--- src/rtl/mux_sel_sequencer.sv ---
// Select-line sequencer for a 2^N:1 mux: scans a channel window,
// streams bits out serially and captures them in par_out. Option: MUX_SEQ_PARITY_EN.
module mux_sel_sequencer #(
  parameter int N = 4
) (
  input  logic         clk,
  input  logic         rst,
  input  logic         start,
  input  logic [N-1:0] first_sel,
  input  logic [N:0]   count,
  output logic [N-1:0] sel,
  input  logic         mux_out,
  output logic         ser_data,
  output logic         ser_valid,
  input  logic         ser_ready,
  output logic         ser_last,
  output logic [2**N-1:0] par_out,
  output logic         busy,
  output logic         done
);

  localparam int M = 2**N;
  localparam logic [N:0] M_W = (N+1)'(M);
  localparam logic [N:0] ONE_W = (N+1)'(1);
  localparam logic [N-1:0] ONE_S = N'(1);

`ifdef MUX_SEQ_PARITY_EN
  typedef enum logic [1:0] {
    S_IDLE   = 2'd0,
    S_SCAN   = 2'd1,
    S_DONE   = 2'd2,
    S_PARITY = 2'd3
  } state_t;
`else
  typedef enum logic [1:0] {
    S_IDLE = 2'd0,
    S_SCAN = 2'd1,
    S_DONE = 2'd2
  } state_t;
`endif

  state_t         state_q, state_d;
  logic [N-1:0]   sel_q, sel_d;
  logic [N:0]     rem_q, rem_d;
  logic [M-1:0]   par_q, par_d;
  logic [N:0]     cnt_clamp;
`ifdef MUX_SEQ_PARITY_EN
  logic           acc_q, acc_d;
`endif

  assign cnt_clamp = (count > M_W) ? M_W : count;
  assign sel       = sel_q;
  assign par_out   = par_q;

  // State and datapath registers with synchronous reset
  always_ff @(posedge clk) begin
    if (rst) begin
      state_q <= S_IDLE;
      sel_q   <= '0;
      rem_q   <= '0;
      par_q   <= '0;
`ifdef MUX_SEQ_PARITY_EN
      acc_q   <= 1'b0;
`endif
    end else begin
      state_q <= state_d;
      sel_q   <= sel_d;
      rem_q   <= rem_d;
      par_q   <= par_d;
`ifdef MUX_SEQ_PARITY_EN
      acc_q   <= acc_d;
`endif
    end
  end

  // Next-state, datapath update and handshake outputs
  always_comb begin
    state_d   = state_q;
    sel_d     = sel_q;
    rem_d     = rem_q;
    par_d     = par_q;
`ifdef MUX_SEQ_PARITY_EN
    acc_d     = acc_q;
`endif
    ser_valid = 1'b0;
    ser_data  = 1'b0;
    ser_last  = 1'b0;
    busy      = 1'b1;
    done      = 1'b0;
    unique case (state_q)
      S_IDLE: begin
        busy = 1'b0;
        if (start && count != '0) begin
          state_d = S_SCAN;
          sel_d   = first_sel;
          rem_d   = cnt_clamp;
          par_d   = '0;
`ifdef MUX_SEQ_PARITY_EN
          acc_d   = 1'b0;
`endif
        end
      end
      S_SCAN: begin
        ser_valid = 1'b1;
        ser_data  = mux_out;
`ifndef MUX_SEQ_PARITY_EN
        ser_last  = (rem_q == ONE_W);
`endif
        if (ser_ready) begin
          par_d[sel_q] = mux_out;
          sel_d        = sel_q + ONE_S;
          rem_d        = rem_q - ONE_W;
`ifdef MUX_SEQ_PARITY_EN
          acc_d        = acc_q ^ mux_out;
          if (rem_q == ONE_W) state_d = S_PARITY;
`else
          if (rem_q == ONE_W) state_d = S_DONE;
`endif
        end
      end
`ifdef MUX_SEQ_PARITY_EN
      S_PARITY: begin
        ser_valid = 1'b1;
        ser_data  = acc_q;
        ser_last  = 1'b1;
        if (ser_ready) state_d = S_DONE;
      end
`endif
      S_DONE: begin
        done    = 1'b1;
        state_d = S_IDLE;
      end
      default: state_d = S_IDLE;
    endcase
  end

endmodule

--- config.mk ---
export PLATFORM = sky130hd
export DESIGN_NAME = mux_sel_sequencer
export DESIGN_NICKNAME = d
export VERILOG_FILES = /design/src/rtl/mux_sel_sequencer.sv
export SDC_FILE = /design/constraint.sdc
export NUM_CORES = 1
export LEC_CHECK = 0
export CORE_MARGIN = 4
export CORE_UTILIZATION = 45
export CTS_BUF_LIST = sky130_fd_sc_hd__clkbuf_2 sky130_fd_sc_hd__clkbuf_4 sky130_fd_sc_hd__clkbuf_8
export CTS_CLUSTER_DIAMETER = 40
export DETAILED_ROUTE_END_ITERATION = 16
export PLACE_DENSITY_LB_ADDON = 0.1
export REMOVE_ABC_BUFFERS = 1
export SLEW_MARGIN = 20
export SYNTH_ARGS = -nofsm -noshare
export SYNTH_HDL_FRONTEND = slang
export SYNTH_SLANG_ARGS = --single-unit
--- constraint.sdc ---
create_clock -name clk -period 2 [get_ports clk]
set_input_delay 0.5 -clock clk [delete_from_list [all_inputs] [get_ports clk]]
set_output_delay 0.5 -clock clk [all_outputs]
set_load 0.005 [all_outputs]
==> flow_metrics.env <==
export IMPL_synth_main_ff_cell="sky130_fd_sc_hd__dfxtp_1"
export IMPL_hold_path_cell_count=2
export IMPL_ctsRootBufferMaster="sky130_fd_sc_hd__clkbuf_4"
export IMPL_rrSetupSlack_ns=0.25
export IMPL_r2r_start="state_q[0]"
export IMPL_signal_arrival_time_at_the_worst_endpoint_ns=1.39
export IMPL_cellPowerDensity_mw_per_mm2=539
export IMPL_yosys_register_bits=27
export IMPL_r2r_end="sel[2]"
export IMPL_netlist_instances=199
export IMPL_n_antenna_cell=0
export IMPL_worst_hold_slack_ns=0.460
export IMPL_via_per_inst=5.34
export IMPL_worst_setup_path_type="reg -> out"
export IMPL_final_antenna_net_count=0
export IMPL_die_area_mm2=0.00434
export IMPL_tritoncts="built"
export IMPL_setup_violations_final=0
export IMPL_place_port_buffers=38
export IMPL_cts_max_level=1
export IMPL_final_area_mm2=0.00214
export IMPL_timing_critical_path_fanout_max=12
export IMPL_drt_first_pass_iters=4
export IMPL_finalWirelength_um=4350
export IMPL_fin_clk_skew_ns=0.00206
export IMPL_startpoint_type="register"
export IMPL_number_of_hold_violations_in_the_final_report=0
export IMPL_post_synth_cell_area_avg_um2=7.58
export IMPL_critPathLaunch="state_q[0]"
export IMPL_cts_path_max_buffers=2
export IMPL_placement_rows=20
export IMPL_flow_area_growth_from_synthesis_pct=41.8
export IMPL_vdd_ir_drop_worst_v=0.000233
export IMPL_route_vias_total=1602
export IMPL_tritoncts_num_buffers=3
export IMPL_status="finished, final reports clean"
export IMPL_final_min_clock_period_ns=1.89
export IMPL_placed_cell_area_mm2=0.00209
export IMPL_yosysMostFrequentCell="sky130_fd_sc_hd__dfxtp_1"
export IMPL_synth_top_cells_by_count="sky130_fd_sc_hd__dfxtp_1, sky130_fd_sc_hd__nand2_1, sky130_fd_sc_hd__a21oi_1, sky130_fd_sc_hd__inv_1, sky130_fd_sc_hd__o22ai_1"
export IMPL_track_usage_pct=21.7
export IMPL_critical_path_required_ns=1.50
export IMPL_cts_sinks=27
export IMPL_end_kind="output pin"
export IMPL_cap_viol_max_count=0
export IMPL_grt_ovfl_total=0
export IMPL_detailedPlacementHpwl_um=3350
export IMPL_hold_buffer_count_at_cts=0
export IMPL_min_delay_path_class="reg -> reg"
export IMPL_layout_core_utilization_pct=68.4
export IMPL_die_width_um=65.9
export IMPL_clock_insertion_delay_worst_skew_ns=0.33
export IMPL_floorplan_die_height_um=65.9
export IMPL_detail_route_drc_violations=0
export IMPL_grt_first_pass_wirelength_um=7410
export IMPL_synth_cell_types=36
export IMPL_finalCritPeriodShare_pct=94.6
export IMPL_r2r_cells=7
export IMPL_ratio_of_cells_with_drive_above_1_in_the_final_layout_pct=15.6
export IMPL_via_count_of_the_first_global_routing_pass=1669
export IMPL_core_mm2=0.00313
export IMPL_timing_max_slew_rel_slack_pct=81.0
export IMPL_worst_hold_path_endpoint="par_out[10]"
export IMPL_post_synth_top_area_fraction_pct=35.9
export IMPL_worstMarginPinSlew_ns=0.283
export IMPL_top_level_ports=39
export IMPL_leakagePower_uw=0.000831
export IMPL_synth_async_sr_flop_share_pct=0
export IMPL_pin_count_of_the_biggest_net_entering_global_routing=17
export IMPL_worst_setup_hold_path_clk_slew_ns=0.15
export IMPL_fmax_ghz=0.529
export IMPL_starting_utilization_of_the_core_area_pct=48.2
export IMPL_synth_top_cell_by_area="sky130_fd_sc_hd__dfxtp_1"
export IMPL_drtIter0Drc=135
export IMPL_route_detailed_wl_per_inst_um=14.5
export IMPL_ys_top_cells_by_area="sky130_fd_sc_hd__dfxtp_1, sky130_fd_sc_hd__a21oi_1, sky130_fd_sc_hd__o22ai_1"
export IMPL_count_of_flip_flops_with_a_built_in_enable_after_synthesis=0
export IMPL_timing_final_max_slew_violations=0
export IMPL_num_nets_final=277
export IMPL_post_synth_instance_area_mm2=0.00151
export IMPL_worst_min_path_start="par_out[10]"
export IMPL_sequential_area_share_after_synthesis_pct=35.9
export IMPL_initial_antenna_violation_count=0
export IMPL_yosysWarningCount=0
export IMPL_routabilityCongestion=0.869
export IMPL_grt_setup_unrepaired="true"
## report_power, final
part	internal (uW)	leakage, uW	switching (uW)	total, uW
Combinational	165	0.000592	156	321
Sequential	561	0.000221	26.0	587
Clock	75.3	0.0000177	170	246
Total	801	0.000831	352	1150
## layer usage
metal	vias up	wire length, um	global-route usage, %
met4	0	82	8.81
met5	-	0	0
li1	815	-	-
met2	48	2310	40.6
met3	10	178	3.06
met1	729	1780	24.2
## layout by cell type (no fill, tap or decap), types with 2 or more instances in the layout
cell type                          n
sky130_fd_sc_hd__a311oi_1          2
sky130_fd_sc_hd__nand2_1          24
sky130_fd_sc_hd__and4b_1           2
sky130_fd_sc_hd__buf_4            25
sky130_fd_sc_hd__dfxtp_1          23
sky130_fd_sc_hd__or2_2             2
sky130_fd_sc_hd__nor2_1            8
sky130_fd_sc_hd__and3_1            4
sky130_fd_sc_hd__nand3_1           4
sky130_fd_sc_hd__dlygate4sd2_1     3
sky130_fd_sc_hd__a21oi_1          23
sky130_fd_sc_hd__and2_1            2
sky130_fd_sc_hd__o21ai_0           8
sky130_fd_sc_hd__dfxtp_2           4
sky130_fd_sc_hd__nor3b_1           2
sky130_fd_sc_hd__clkbuf_4          3
sky130_fd_sc_hd__a21boi_0          2
sky130_fd_sc_hd__nor2b_1           8
sky130_fd_sc_hd__nor3_1            4
sky130_fd_sc_hd__clkdlybuf4s50_1  34
sky130_fd_sc_hd__o22ai_1          17
sky130_fd_sc_hd__nand2b_1          2
sky130_fd_sc_hd__and4_1            2
sky130_fd_sc_hd__ha_1              6
sky130_fd_sc_hd__inv_1            22
sky130_fd_sc_hd__a211oi_1          2
sky130_fd_sc_hd__mux2i_1           2
## kinds of logic after synthesis
logic type | share of synthesized area (%)
compound gates | 24.7
simple gates | 24.6
mux | 1.33
flops | 35.9
fa+ha+maj | 4.98
buf+inv | 8.55
## state kept, by name (all words and copies together) (netlist names)
signal and flops:
rem_q 5, state_q 2, par_out 16, sel 4
## repair_timing
item | 4_1_cts | 5_1_grt
pin swaps | 0 | 2
resized for setup | 8 | 4
buffers inserted | 0 | 0
endpoints found under the setup margin | 4 | 3
## cell type report
| class | instances | area [um^2] |
|---|---|---|
| clock inverters | 1 | 5.00 |
| flip-flops and latches | 27 | 546 |
| multi-input cells | 139 | 857 |
| fillers | 288 | 990 |
| inverters | 23 | 86.3 |
| well taps | 44 | 55.1 |
| repair buffers | 63 | 567 |
| clock buffers | 3 | 22.5 |
## worst max path at each step
stage | endpoint | slack [ns] | cells after the start
floorplan | ser_data | 0.23 | 3
finish | busy | 0.11 | 3
global placement | ser_data | -0.09 | 3
CTS | ser_valid | 0.04 | 3
global route | ser_last | -0.01 | 5
detailed placement | ser_data | -0.09 | 3
## through the flow
stage          worst slack, ns  setup TNS [ns]  std cells  total power, uW
6_report                 0.109               0        300             1150
5_1_grt                -0.0147         -0.0147        300             1220
4_1_cts                 0.0355               0        300             1150
3_5_place_dp           -0.0852           -1.05        296              908
3_3_place_gp           -0.0867          -0.363        296              900
2_1_floorplan            0.233               0        189              746
## worst max-delay path, cell delays in order, from the launching register on
cell,delay (ns)
sky130_fd_sc_hd__dfxtp_2,0.36
sky130_fd_sc_hd__buf_4,0.17
sky130_fd_sc_hd__or2_2,0.27
sky130_fd_sc_hd__dlygate4sd2_1,0.26
Power figures use the tool's default switching activity.
